### src/rtl/mram_controller.sv
// Single-port MRAM controller: one host request at a time, fixed-length strobe windows.
// Optional address-range check compiled in by defining MRAM_CTRL_ADDR_CHECK_EN.
module mram_controller #(
  parameter int ADDR_WIDTH = 20,
  parameter int DATA_WIDTH = 16,
  parameter int WR_WAIT    = 1,
  parameter int RD_WAIT    = 2,
  parameter int MEM_DEPTH  = 16
) (
  input  logic                  clk,
  input  logic                  rst_n,
  input  logic                  req_valid,
  output logic                  req_ready,
  input  logic                  req_write,
  input  logic [ADDR_WIDTH-1:0] req_addr,
  input  logic [DATA_WIDTH-1:0] req_wdata,
  input  logic [1:0]            req_be,
  output logic                  rsp_valid,
  output logic [DATA_WIDTH-1:0] rsp_rdata,
  output logic                  rsp_err,
  output logic                  e_chipEnable_n,
  output logic                  g_outputEnable_n,
  output logic                  w_writeEnable_n,
  output logic                  lb_lowerByteEnable_n,
  output logic                  ub_upperByteEnable_n,
  output logic [ADDR_WIDTH-1:0] address,
  output logic [DATA_WIDTH-1:0] dqi_datainput,
  input  logic [DATA_WIDTH-1:0] dqo_dataoutput
);

  if (WR_WAIT < 1 || WR_WAIT > 15 || RD_WAIT < 1 || RD_WAIT > 15 || MEM_DEPTH < 1) begin : g_bad_param
    $error("mram_controller: wait/depth parameter out of range");
  end

  // Handshake: a request transfers on a rising edge with req_valid && req_ready;
  // req_ready is high only in IDLE, and every req_* input is ignored otherwise.
  typedef enum logic [1:0] {IDLE, WRITE, READ} state_t;

  state_t          state;
  logic [3:0]      cnt;
  logic [1:0]      be_q;
  logic            bad_addr;
  logic [DATA_WIDTH-1:0] lane_mask;

`ifdef MRAM_CTRL_ADDR_CHECK_EN
  assign bad_addr = (req_addr >= ADDR_WIDTH'(MEM_DEPTH));
`else
  assign bad_addr = 1'b0;
`endif

  assign req_ready = (state == IDLE);
  // Disabled lanes read as zero so a floating bus never reaches the host.
  assign lane_mask = {{(DATA_WIDTH/2){be_q[1]}}, {(DATA_WIDTH-DATA_WIDTH/2){be_q[0]}}};

  always_ff @(posedge clk or negedge rst_n) begin
    if (!rst_n) begin
      state                <= IDLE;
      cnt                  <= '0;
      be_q                 <= '0;
      address              <= '0;
      dqi_datainput        <= '0;
      rsp_valid            <= 1'b0;
      rsp_rdata            <= '0;
      rsp_err              <= 1'b0;
      e_chipEnable_n       <= 1'b1;
      g_outputEnable_n     <= 1'b1;
      w_writeEnable_n      <= 1'b1;
      lb_lowerByteEnable_n <= 1'b1;
      ub_upperByteEnable_n <= 1'b1;
    end else begin
      rsp_valid <= 1'b0;
      rsp_err   <= 1'b0;
      case (state)
        IDLE: begin
          if (req_valid) begin
            if (req_be == 2'b00 || bad_addr) begin
              // Nothing reaches the MRAM; answer in the very next cycle.
              rsp_valid <= 1'b1;
              rsp_err   <= bad_addr;
            end else begin
              address              <= req_addr;
              be_q                 <= req_be;
              e_chipEnable_n       <= 1'b0;
              lb_lowerByteEnable_n <= ~req_be[0];
              ub_upperByteEnable_n <= ~req_be[1];
              if (req_write) begin
                dqi_datainput   <= req_wdata;
                w_writeEnable_n <= 1'b0;
                cnt             <= 4'(WR_WAIT - 1);
                state           <= WRITE;
              end else begin
                g_outputEnable_n <= 1'b0;
                cnt              <= 4'(RD_WAIT - 1);
                state            <= READ;
              end
            end
          end
        end
        WRITE, READ: begin
          if (cnt == 4'd0) begin
            if (state == READ) rsp_rdata <= dqo_dataoutput & lane_mask;
            state                <= IDLE;
            rsp_valid            <= 1'b1;
            e_chipEnable_n       <= 1'b1;
            g_outputEnable_n     <= 1'b1;
            w_writeEnable_n      <= 1'b1;
            lb_lowerByteEnable_n <= 1'b1;
            ub_upperByteEnable_n <= 1'b1;
          end else begin
            cnt <= cnt - 4'd1;
          end
        end
        default: state <= IDLE;
      endcase
    end
  end

endmodule

### config.mk
export PLATFORM = sky130hd
export DESIGN_NAME = mram_controller
export DESIGN_NICKNAME = d
export VERILOG_FILES = /design/src/rtl/mram_controller.sv
export SDC_FILE = /design/constraint.sdc
export NUM_CORES = 1
export LEC_CHECK = 0
export BUFFER_PORTS_ARGS = -buffer_cell sky130_fd_sc_hd__buf_2
export CELL_PAD_IN_SITES_DETAIL_PLACEMENT = 0
export CELL_PAD_IN_SITES_GLOBAL_PLACEMENT = 1
export CORE_MARGIN = 3
export CORE_UTILIZATION = 39
export CTS_CLUSTER_SIZE = 28
export DETAILED_ROUTE_END_ITERATION = 10
export HOLD_SLACK_MARGIN = 0.12
export PLACE_DENSITY_LB_ADDON = 0.1
export SYNTH_ARGS = -nofsm -noshare
export SYNTH_HDL_FRONTEND = slang
export SYNTH_SLANG_ARGS = --single-unit
### constraint.sdc
create_clock -name clk -period 3.9 [get_ports clk]
set_input_delay 0.585 -clock clk [delete_from_list [all_inputs] [get_ports clk]]
set_output_delay 0.585 -clock clk [all_outputs]
set_load 0.01 [all_outputs]
==> qor.txt, run 1 <==
Mapped Nets: 291
Synth unique cells: 33
Die height: 90.3 um
Initial antenna violation count: 0
Internal: 2.06 mW
CP Launch Type: flop
Area delta synth->final: 33.4%
RSZ-0062 raised after global routing: false
CP endpoint kind: flop
Fin. max-slew vios: 0
Clock skew: 7.15 ps
CP Data Required Time: 4120 ps
Clk root buf: clkbuf_8
Clock network power share: 24.5%
CTS clk-pin slew, worst paths: 70 ps
Slew margin rel.: 39.3%
Fmax: 448 MHz
Remaining routing DRC violations: 0
First-pass GRT wire length: 10500 um
Port Buf Inserts: 116
Synth Warn #: 0
Yosys reg bits: 66
Hold_buf cts: 0
Max FO, Critical Path: 22
Status: finished clean
Synthesized netlist cell count: 228
TritonCTS clock tree: built
Minimum clock period after layout: 2230 ps
Total Neg Setup Slack: 0 ps
TritonCTS Buffers: 9
Clk sinks: 66
Flop pwr share: 38.5%
Min-Delay Path Class: in2async
Post-synth EDFFs: 0
1st-pass router iterations: 4
Die ar.: 0.00815 mm^2
WL/cell: 13.8 um
Psw: 1.05 mW
Part of the power in combinational logic: 37.0%
Mapped cell area: 0.00277 mm^2
Most common flop cell mapped by yosys: dfrtp_1
DP Worst Slack: 1640 ps
I/O pin count: 118
Share of cells above drive strength 1: 51.0%
Top cells by area, synth: dfrtp_1, mux2_2, nand2_1, mux2_4, dfstp_2
WL final: 6150 um
Setup ws final: 1670 ps
Finished Core Util: 54.1%
Post-CTS resize count: 0
Hold Fails Final Rpt: 0
Net Sw Frac: 33.7%
Core area: 0.00683 mm^2
Die span in x: 90.3 um
Clk_lat worst skew: 330 ps
Worst setup path category: reg2reg
GP Congestion: 0.715
Filler cell count: 654
Fin crit share: 57.2%
# setup viols final: 0
Std cell rows: 30
Synthesized area per cell: 12.1 um^2
Gr usage total: 16.0%
N_diodes: 0
Fin nets: 409
Worst slew pin tran: 908 ps
IR drop worst, VDD: 0.321 mV
Post-route ant nets: 0
Initial Util: 40.5%
Vias in the first global route: 2142
Number of max-cap violations: 0
Crit path DAT: 2450 ps
Synth area leader: dfrtp_1
Total setup buffers inserted after CTS: 0
Max Buffers Root-to-Sink: 2
H-tree depth: 3
Initial detailed-routing violation count: 52
Hpwl dp: 4540 um
Routed vias/inst: 4.65
Synth async-reset ratio: 100%
Vias: 2078
PwrDens: 841 mW/mm^2
Register area share after synthesis: 59.9%
Pin count of the biggest net entering global routing: 33
Leakage: 1.89 nW
Grt ovf: 0
Yosys top cell area share: 55.1%
==> state kept, by name, indices dropped and copies added (netlist names) <==
register,count
e_chipEnable_n,1
g_outputEnable_n,1
dqi_datainput,16
state,2
cnt,4
address,20
w_writeEnable_n,1
be_q,2
rsp_valid,1
lb_lowerByteEnable_n,1
rsp_rdata,16
ub_upperByteEnable_n,1
==> cells in the mapped netlist (2+ instances only) <==
cell type   n
dfstp_2     5
o21ai_0    12
nor2_1      7
o2bb2ai_1   2
nand3_1     3
dfrtp_1    61
a21o_1      2
clkbuf_1    6
o21ai_1    10
ha_1        5
mux2_4     10
nor2b_1     2
buf_2       3
mux2_2     26
nand2_1    42
a21oi_1    10
nor3_1      2
inv_1       5
==> power groups by stage <==
| stage | Combinational [mW] | Clock [mW] | Sequential (mW) |
|---|---|---|---|
| 5_1_grt | 1.27 | 0.803 | 1.24 |
| 2_1_floorplan | 0.612 | 0 | 1.31 |
| 6_report | 1.15 | 0.762 | 1.20 |
| 3_3_place_gp | 1.15 | 0 | 1.21 |
| 3_5_place_dp | 1.17 | 0 | 1.21 |
| 4_1_cts | 1.17 | 0.776 | 1.20 |
==> logic make-up after synthesis <==
kind of cell | share of synthesized area (%)
AND/OR/NAND/NOR | 10.0
adder cells (fa/ha/maj) | 2.26
AO/OA/AOI/OAI | 8.86
buffers and inverters | 2.85
other | 0.135
flip-flops | 59.9
multiplexers | 16.0
==> worst max-delay path: stages, from the launching register on <==
cell     delay (ps)
dfrtp_1         400
inv_1            90
ha_1            340
inv_2            80
nor2_4          540
nand2_4         300
mux2_4          370
==> path summary, 6_finish.rpt <==
| path | startpoint | to | slack (ps) | depth (start not counted) |
|---|---|---|---|---|
| max reg2reg | state[0] | dqi_datainput[14] | 1670 | 6 |
| min reg2reg | rsp_rdata[4] | rsp_rdata[4] | 480 | 2 |
| min in group clk | req_be[1] | ub_upperByteEnable_n | 450 | 2 |
| max in group asynchronous | rst_n | g_outputEnable_n | 2930 | 2 |
| max | state[0] | dqi_datainput[14] | 1670 | 6 |
| min | rst_n | rsp_rdata[0] | 220 | 1 |
==> layout make-up <==
type | count | area [um^2] | share of cell area (%)
Sequential cell | 66 | 1660 | 44.9
Inverter | 6 | 22.5 | 0.610
Tap cell | 96 | 120 | 3.25
Timing Repair Buffer | 118 | 596 | 16.1
Clock inverter | 6 | 138 | 3.73
Clock buffer | 10 | 128 | 3.46
Multi-Input combinational cell | 145 | 1030 | 27.9
==> cell usage in the layout, fill, tap and decap left out, types with 3 or more instances in the layout <==
cell type | netlist | layout
nand2_1 | 42 | 42
o21ai_1 | 10 | 10
bufinv_16 | 0 | 4
a21oi_1 | 10 | 10
dfstp_2 | 5 | 5
mux2_2 | 26 | 26
o21ai_0 | 12 | 12
nor2_1 | 7 | 7
buf_2 | 3 | 116
dfrtp_1 | 61 | 61
mux2_4 | 10 | 10
clkbuf_8 | 0 | 9
ha_1 | 5 | 5
inv_1 | 5 | 5
nand3_1 | 3 | 3
==> stage by stage <==
stage                     cell area, um^2  std cells  power, mW  hold slack, ps
after global routing                 3690        447       3.32             261
final                                3690        447       3.11             222
after CTS                            3690        447       3.14             231
after detailed placement             3430        431       2.38             466
after global placement               3430        431       2.36             457
after floorplan                      2770        228       1.93             289
==> metal layers <==
| layer | share of wire, % | GRT usage (%) | routed length, um |
|---|---|---|---|
| met1 | 45 | 21.5 | 2770 |
| met2 | 47 | 24.1 | 2870 |
| met3 | 7.6 | 5.17 | 465 |
| met4 | 0.72 | 6.51 | 44 |
| met5 | 0 | 0 | 0 |
Power figures use the tool's default switching activity.
==> run 2, diff against run 1 <==
Settings changed: ABC_AREA from default to 1, CORE_UTILIZATION 39 to 34.
Clock period 3.9 ns to 2.1 ns, I/O delays scaled along.
==> run 2 against run 1 <==
Power grew 82%. Clock power grew 55%. Maximum frequency rose by 29%. Clock skew is 1.1 ps higher. Combinational power up 96%. Global-route usage barely moved. Sequential power grew 84%. Area after synthesis increased by 4.2%. Critical path type unchanged. Largest cell class unchanged.
==> qor.txt, run 2 <==
Status: finished clean
Hold path cells: 3
CP endpoint kind: flop
1st-pass router iterations: 5 (+1)
Hold Fails Final Rpt: 0 (unchanged)
Synth async-reset ratio: 100% (unchanged)
First-pass GRT wire length: 12400 um (+19%)
WL/cell: 13.1 um (-4.6%)
IR drop worst, VDD: 0.500 mV (+56%)
Reg2reg end: dqi_datainput[1]
Die ar.: 0.00963 mm^2 (+18%)
Internal: 3.40 mW (+65%)
Fmax: 578 MHz (+29%)
Flop pwr share: 39.2% (+0.7 points)
Initial detailed-routing violation count: 80 (+54%)
Min-Delay Path Class: in2reg
Total Neg Setup Slack: 0 ps (unchanged)
Net Sw Frac: 39.8% (+6.1 points)
Simple-gate share of the synthesized area: 29.8% (+20 points)
Remaining routing DRC violations: 0 (unchanged)
Yosys top cell area share: 52.9% (-2.2 points)
Post-synth EDFFs: 0 (unchanged)
RSZ-0062 raised after global routing: false
Port Buf Inserts: 116 (unchanged)
Complex-gate fraction of the synthesized area: 4.46% (-4.4 points)
Max FFs per register: 20 (unchanged)
Part of the power in combinational logic: 39.9% (+2.9 points)
Pin count of the biggest net entering global routing: 67 (+100%)
Most used cell, CP: nand2_1
Top cells by area, synth: dfrtp_1, nand2_1, nand3_1, dfstp_2, o21ai_0
Area delta synth->final: 29.8%
Top Registers: address: 20 flops, dqi_datainput: 16 flops, rsp_rdata: 16 flops
Fin. max-slew vios: 0 (unchanged)
Vias: 2554 (+23%)
Minimum clock period after layout: 1730 ps (-500 ps)
GP Congestion: 0.755 (+5.6%)
Std cell rows: 32 (+6.7%)
WL final: 7280 um (+18%)
Die height: 98.1 um (+8.7%)
Synthesized netlist cell count: 334 (+46%)
CP Launch Type: flop
TritonCTS clock tree: built
Initial Util: 36.2% (-4.3 points)
Finished Layout Cells: 555 (+24%)
Clk root buf: clkbuf_8
Initial antenna violation count: 0 (unchanged)
Crit-path max cell delay: 410 ps (-130 ps)
Post-route ant nets: 0 (unchanged)
Max FO, Critical Path: 16 (-27%)
Hold_sp: req_addr[15]
Worst Reg2Reg Path Length in Cells: 7 (+1)
N_diodes: 0 (unchanged)
Clock network power share: 20.9% (-3.6 points)
I/O pin count: 118 (unchanged)
Leakage: 2.14 nW (+14%)
Share of cells above drive strength 1: 32.7% (-18 points)
Slew margin rel.: 62.2% (+23 points)
Core area: 0.00797 mm^2 (+17%)
Worst setup path category: reg2reg
Dpl cells: 538 (+25%)
Synth Area in XOR/XNOR: 0% (unchanged)
Mapped cell area: 0.00289 mm^2 (+4.2%)
Worst reg2reg startpoint: state[0]
Post-CTS resize count: 0 (unchanged)
Commonest non-fill, non-tap cell in the layout: nand2_1
Routed vias/inst: 4.60 (-1.0%)
Register area share after synthesis: 57.4% (-2.4 points)
Most common flop cell mapped by yosys: dfrtp_1
Most instantiated library cell after synthesis: nand2_1
Synthesized area per cell: 8.64 um^2 (-29%)
Total setup buffers inserted after CTS: 0 (unchanged)
Hold_buf cts: 1 (+1)
H-tree depth: 3 (unchanged)
Top reg by flops: address
Yosys reg bits: 66 (unchanged)
Synth top cells by count: nand2_1, dfrtp_1, nand3_1, o21ai_0, inv_1
R2R Setup Slk: 370 ps (-1300 ps)
Synth unique cells: 22 (-33%)
Most frequent cells in the layout: nand2_1, buf_2, dfrtp_1, nand3_1, o21ai_0
Clk sinks: 66 (unchanged)
Fin crit share: 82.4% (+25 points)
Multi-input logic area: 0.00106 mm^2 (+2.3%)
PwrDens: 1510 mW/mm^2 (+79%)
Post-Synth Adder-Cell Area: 2.17% (-0.092 points)
Clk_lat worst skew: 340 ps (about the same)
Worst slew pin tran: 565 ps (-343 ps)
Die span in x: 98.1 um (+8.7%)
TritonCTS Buffers: 9 (unchanged)
Max Buffers Root-to-Sink: 2 (unchanged)
CTS clk-pin slew, worst paths: 80 ps (about the same)
Register area: 0.00166 mm^2 (unchanged)
Fin nets: 511 (+25%)
Worst hold path endpoint: address[15]
Vias in the first global route: 2579 (+20%)
Grt ovf: 0 (unchanged)
Crit-path cells: inv_1 > ha_1 > nand2_2 > nor2_2 > nand2_1 > nand2_1 > nand2_1
Crit path DAT: 1970 ps (-480 ps)
Clock skew: 8.29 ps (+1.15 ps)
CP max-delay cell: dfrtp_1
Mux share of post-synthesis cell area: 0% (-16 points)
Synth Warn #: 0 (unchanged)
Number of max-cap violations: 0 (unchanged)
Mapped Nets: 397 (+36%)
# setup viols final: 0 (unchanged)
Hpwl dp: 5140 um (+13%)
Filler cell count: 832 (+27%)
CP Data Required Time: 2340 ps (-1780 ps)
Gr usage total: 16.1% (+0.028 points)
Synth area leader: dfrtp_1
Largest family of logic cells by synthesized area: simple AND/OR/NAND/NOR gates
Psw: 2.24 mW (+110%)
[run 2: cell types whose count changed after synthesis, moves of 3 or more]
cell     change
nand2_1    +104
nand3_1     +40
mux2_2      -26
mux2_4      -10
o21ai_1     -10
inv_1        +8
o21ai_0      +8
a21oi_1      -6
buf_4        +6
nand4_1      +3
nor2_2       +3
[run 2: cells by family after synthesis]
group / count (synthesis)
buffers and inverters: 32
other: 1
AOI/OAI and AO/OA: 25
DFF: 66
and+or+nand+nor: 205
adders and majority gates: 5
[run 2: how the worst max path moves through the flow]
stage	from	to	slack (ps)
after global placement	state[0]	dqi_datainput[7]	470
after CTS	state[0]	dqi_datainput[7]	360
after detailed placement	state[0]	dqi_datainput[1]	370
final	state[0]	dqi_datainput[1]	370
after floorplan	state[0]	be_q[1]	570
after global routing	state[0]	dqi_datainput[7]	150
[run 2: per-layer routing]
layer  track usage (%)  part of all wire [%]
met1              21.4                    46
met2              24.2                    45
met3              4.71                   7.5
met4              7.25                   1.4
met5                 0                     0
[run 2: final cells by class]
cell class,instances,area share [%]
Clock inverter,6,2.44
Timing Repair Buffer,121,16.9
Tap cell,102,3.41
Inverter,14,1.40
Clock buffer,10,3.41
Multi-Input combinational cell,236,28.2
Sequential cell,66,44.3
[run 2: critical path, delay by kind of cell (launching register included)]
| kind | cells | cell delay (ps) |
|---|---|---|
| flip-flops | 1 | 410 |
| AND/OR/NAND/NOR | 5 | 930 |
| adder cells (fa/ha/maj) | 1 | 180 |
| buffers and inverters | 1 | 90 |
[run 2: per-stage QoR]
stage	power (mW)	util [%]	area (um^2)	worst slack (ps)	hold WS, ps
finish	5.64	47.0	3750	370	164
global route	6.18	47.0	3750	152	153
CTS	5.74	47.0	3750	364	145
detailed placement	4.54	44.1	3520	370	365
global placement	4.50	44.1	3520	468	366
floorplan	3.67	-	2890	574	19.4
[run 2: power groups by stage]
stage                     clock, mW  combinational, mW  sequential, mW
final                          1.18               2.25            2.21
after CTS                      1.22               2.31            2.21
after detailed placement          0               2.31            2.23
after global routing           1.28               2.59            2.30
after global placement            0               2.27            2.23
after floorplan                   0               1.25            2.42
==> run 3, diff against run 2 <==
Settings changed: ABC_AREA 1 to 0, CORE_UTILIZATION 34 to 36.
Clock period 2.1 ns to 1.7 ns, I/O delays scaled along.
==> run 3 against run 2 <==
Hold slack worse by 18 ps. Cell count down 18%. Largest cell class unchanged. First-iteration DRC count shrank 29%. Clock-buffer cell count unchanged. Critical path depth decreased by 3. Sequential share of layout area down 0.18 points.
==> qor.txt, run 3 (same netlist as run 1, synthesis figures left out) <==
Routed vias/inst: 4.58 (-0.42%)
Clock skew: 7.30 ps (-0.991 ps)
Pin count of the biggest net entering global routing: 67 (unchanged)
R2R Setup Slk: 110 ps (-260 ps)
Top reg by flops: address
WL/cell: 13.6 um (+3.9%)
Worst Setup EP: req_ready
Clk root buf: clkbuf_8
1st-pass router iterations: 4 (-1)
Share of cells above drive strength 1: 51.7% (+19 points)
Core area: 0.00737 mm^2 (-7.5%)
First-pass GRT wire length: 9920 um (-20%)
CP Depth: 4 (-3)
Crit-path cells: inv_1 > ha_1 > buf_4 > buf_2
# setup viols final: 0 (unchanged)
Part of the power in combinational logic: 38.8% (-1.1 points)
Worst setup path category: reg2out
TritonCTS clock tree: built
Remaining routing DRC violations: 0 (unchanged)
N_diodes: 0 (unchanged)
Leakage: 1.92 nW (-10%)
Net Sw Frac: 33.9% (-5.9 points)
Fin. max-slew vios: 0 (unchanged)
Top Registers: address: 20 flops, dqi_datainput: 16 flops, rsp_rdata: 16 flops
Psw: 2.42 mW (+7.7%)
Status: finished clean
Post-route ant nets: 0 (unchanged)
Gr usage total: 14.5% (-1.6 points)
GP Congestion: 0.727 (-3.7%)
Max FFs per register: 20 (unchanged)
Number of max-cap violations: 0 (unchanged)
Finished Core Util: 51.0% (+4.0 points)
TritonCTS Buffers: 9 (unchanged)
Area delta synth->final: 35.8%
Initial antenna violation count: 0 (unchanged)
Commonest non-fill, non-tap cell in the layout: buf_2
RSZ-0062 raised after global routing: false
Minimum clock period after layout: 1590 ps
Vias in the first global route: 2035 (-21%)
Total Neg Setup Slack: 0 ps (unchanged)
Vias: 2085 (-18%)
Internal: 4.72 mW (+39%)
Die height: 93.7 um (-4.5%)
Std cell rows: 31 (-3.1%)
Fin crit share: 93.4%
Die span in x: 93.7 um (-4.5%)
Min-Delay Path Class: in2reg
Clk sinks: 66 (unchanged)
Worst Reg2Reg Path Length in Cells: 5 (-2)
Initial Util: 37.6% (+1.3 points)
Crit. Startpoint: state[0]
Clk_lat worst skew: 330 ps (about the same)
Clock network power share: 22.9% (+2.0 points)
Hpwl dp: 4410 um (-14%)
CP max-delay cell: dfrtp_1
Crit path DAT: 1330 ps (-640 ps)
Flop pwr share: 38.3% (-0.9 points)
Worst hold slack: 146 ps (-18.4 ps)
CTS clk-pin slew, worst paths: 70 ps (about the same)
CP Buf/Inv Count: 3 (+2)
IR drop worst, VDD: 0.841 mV (+68%)
WL final: 6200 um (-15%)
Total power: 7.13 mW (+26%)
CP Data Required Time: 1440 ps (-900 ps)
CP Launch Type: flop
Worst reg2reg startpoint: state[0]
Crit-path max cell delay: 390 ps (-20 ps)
Max FO, Critical Path: 10 (-6)
Initial detailed-routing violation count: 57 (-29%)
Die ar.: 0.00878 mm^2 (-8.8%)
PwrDens: 1900 mW/mm^2 (+26%)
I/O pin count: 118 (unchanged)
Fmax: 630 MHz
Top delay family on crit path: flip-flops
Port Buf Inserts: 116 (unchanged)
CP endpoint kind: output pin
Most frequent cells in the layout: buf_2, dfrtp_1, nand2_1, mux2_2, o21ai_0
Hold Fails Final Rpt: 0 (unchanged)
H-tree depth: 3 (unchanged)
Grt ovf: 0 (unchanged)
Fin nets: 414 (-19%)
Reg2reg end: cnt[0]
Max Buffers Root-to-Sink: 2 (unchanged)
run 3: cell count changes in the layout (fill, tap and decap cells not counted), moves of 10 or more:
cell,delta
mux2_2,+26
mux2_4,+10
nand2_1,-104
nand3_1,-40
o21ai_1,+10
run 3: timing repair:
action / 4_1_cts / 5_1_grt
setup buffers: 0 / 0
hold buffers: 1 / 0
endpoints found under the setup margin: 0 / 1
endpoints found under the hold margin: 61 / 0
resized for setup: 0 / 1
run 3: area by class of cell:
class                      instances  area [um^2]
clock buffer                      10          138
multi-input combinational        145         1030
tap                               99          124
clock inverter                     6          113
inverter                           6         22.5
sequential                        66         1660
timing repair buffer             123          673
fill                             709         3610
run 3: how the worst min path moves through the flow:
stage / start / end / slack [ps] / cells after the start
floorplan: rst_n / address[0] / -40 / 0
CTS: req_be[1] / ub_upperByteEnable_n / 120 / 2
global placement: rst_n / rsp_rdata[10] / 310 / 2
detailed placement: rst_n / rsp_rdata[10] / 310 / 2
finish: req_be[0] / lb_lowerByteEnable_n / 150 / 2
global route: req_wdata[11] / dqi_datainput[11] / 130 / 2
run 3: stage by stage:
step | cells | cell area [um^2] | setup slack, ps
after floorplan | 228 | 2770 | -33.4
after detailed placement | 438 | 3500 | 126
after global placement | 438 | 3500 | 142
final | 455 | 3760 | 112
after CTS | 455 | 3760 | 87.3
after global routing | 455 | 3760 | 0.529
run 3: metal layers:
| layer | track usage [%] | vias to the layer above | wire (um) |
|---|---|---|---|
| met3 | 4.33 | 5 | 491 |
| met4 | 6.50 | 0 | 56 |
| li1 | - | 1020 | - |
| met5 | 0 | - | 0 |
| met1 | 19.0 | 984 | 2730 |
| met2 | 22.1 | 76 | 2920 |
run 3: power groups by stage:
stage	registers (mW)	logic, mW	clock network (mW)
floorplan	3.01	1.40	0
global placement	2.74	2.79	0
detailed placement	2.76	2.80	0
CTS	2.74	2.81	1.68
global route	2.84	3.09	1.77
finish	2.73	2.76	1.64
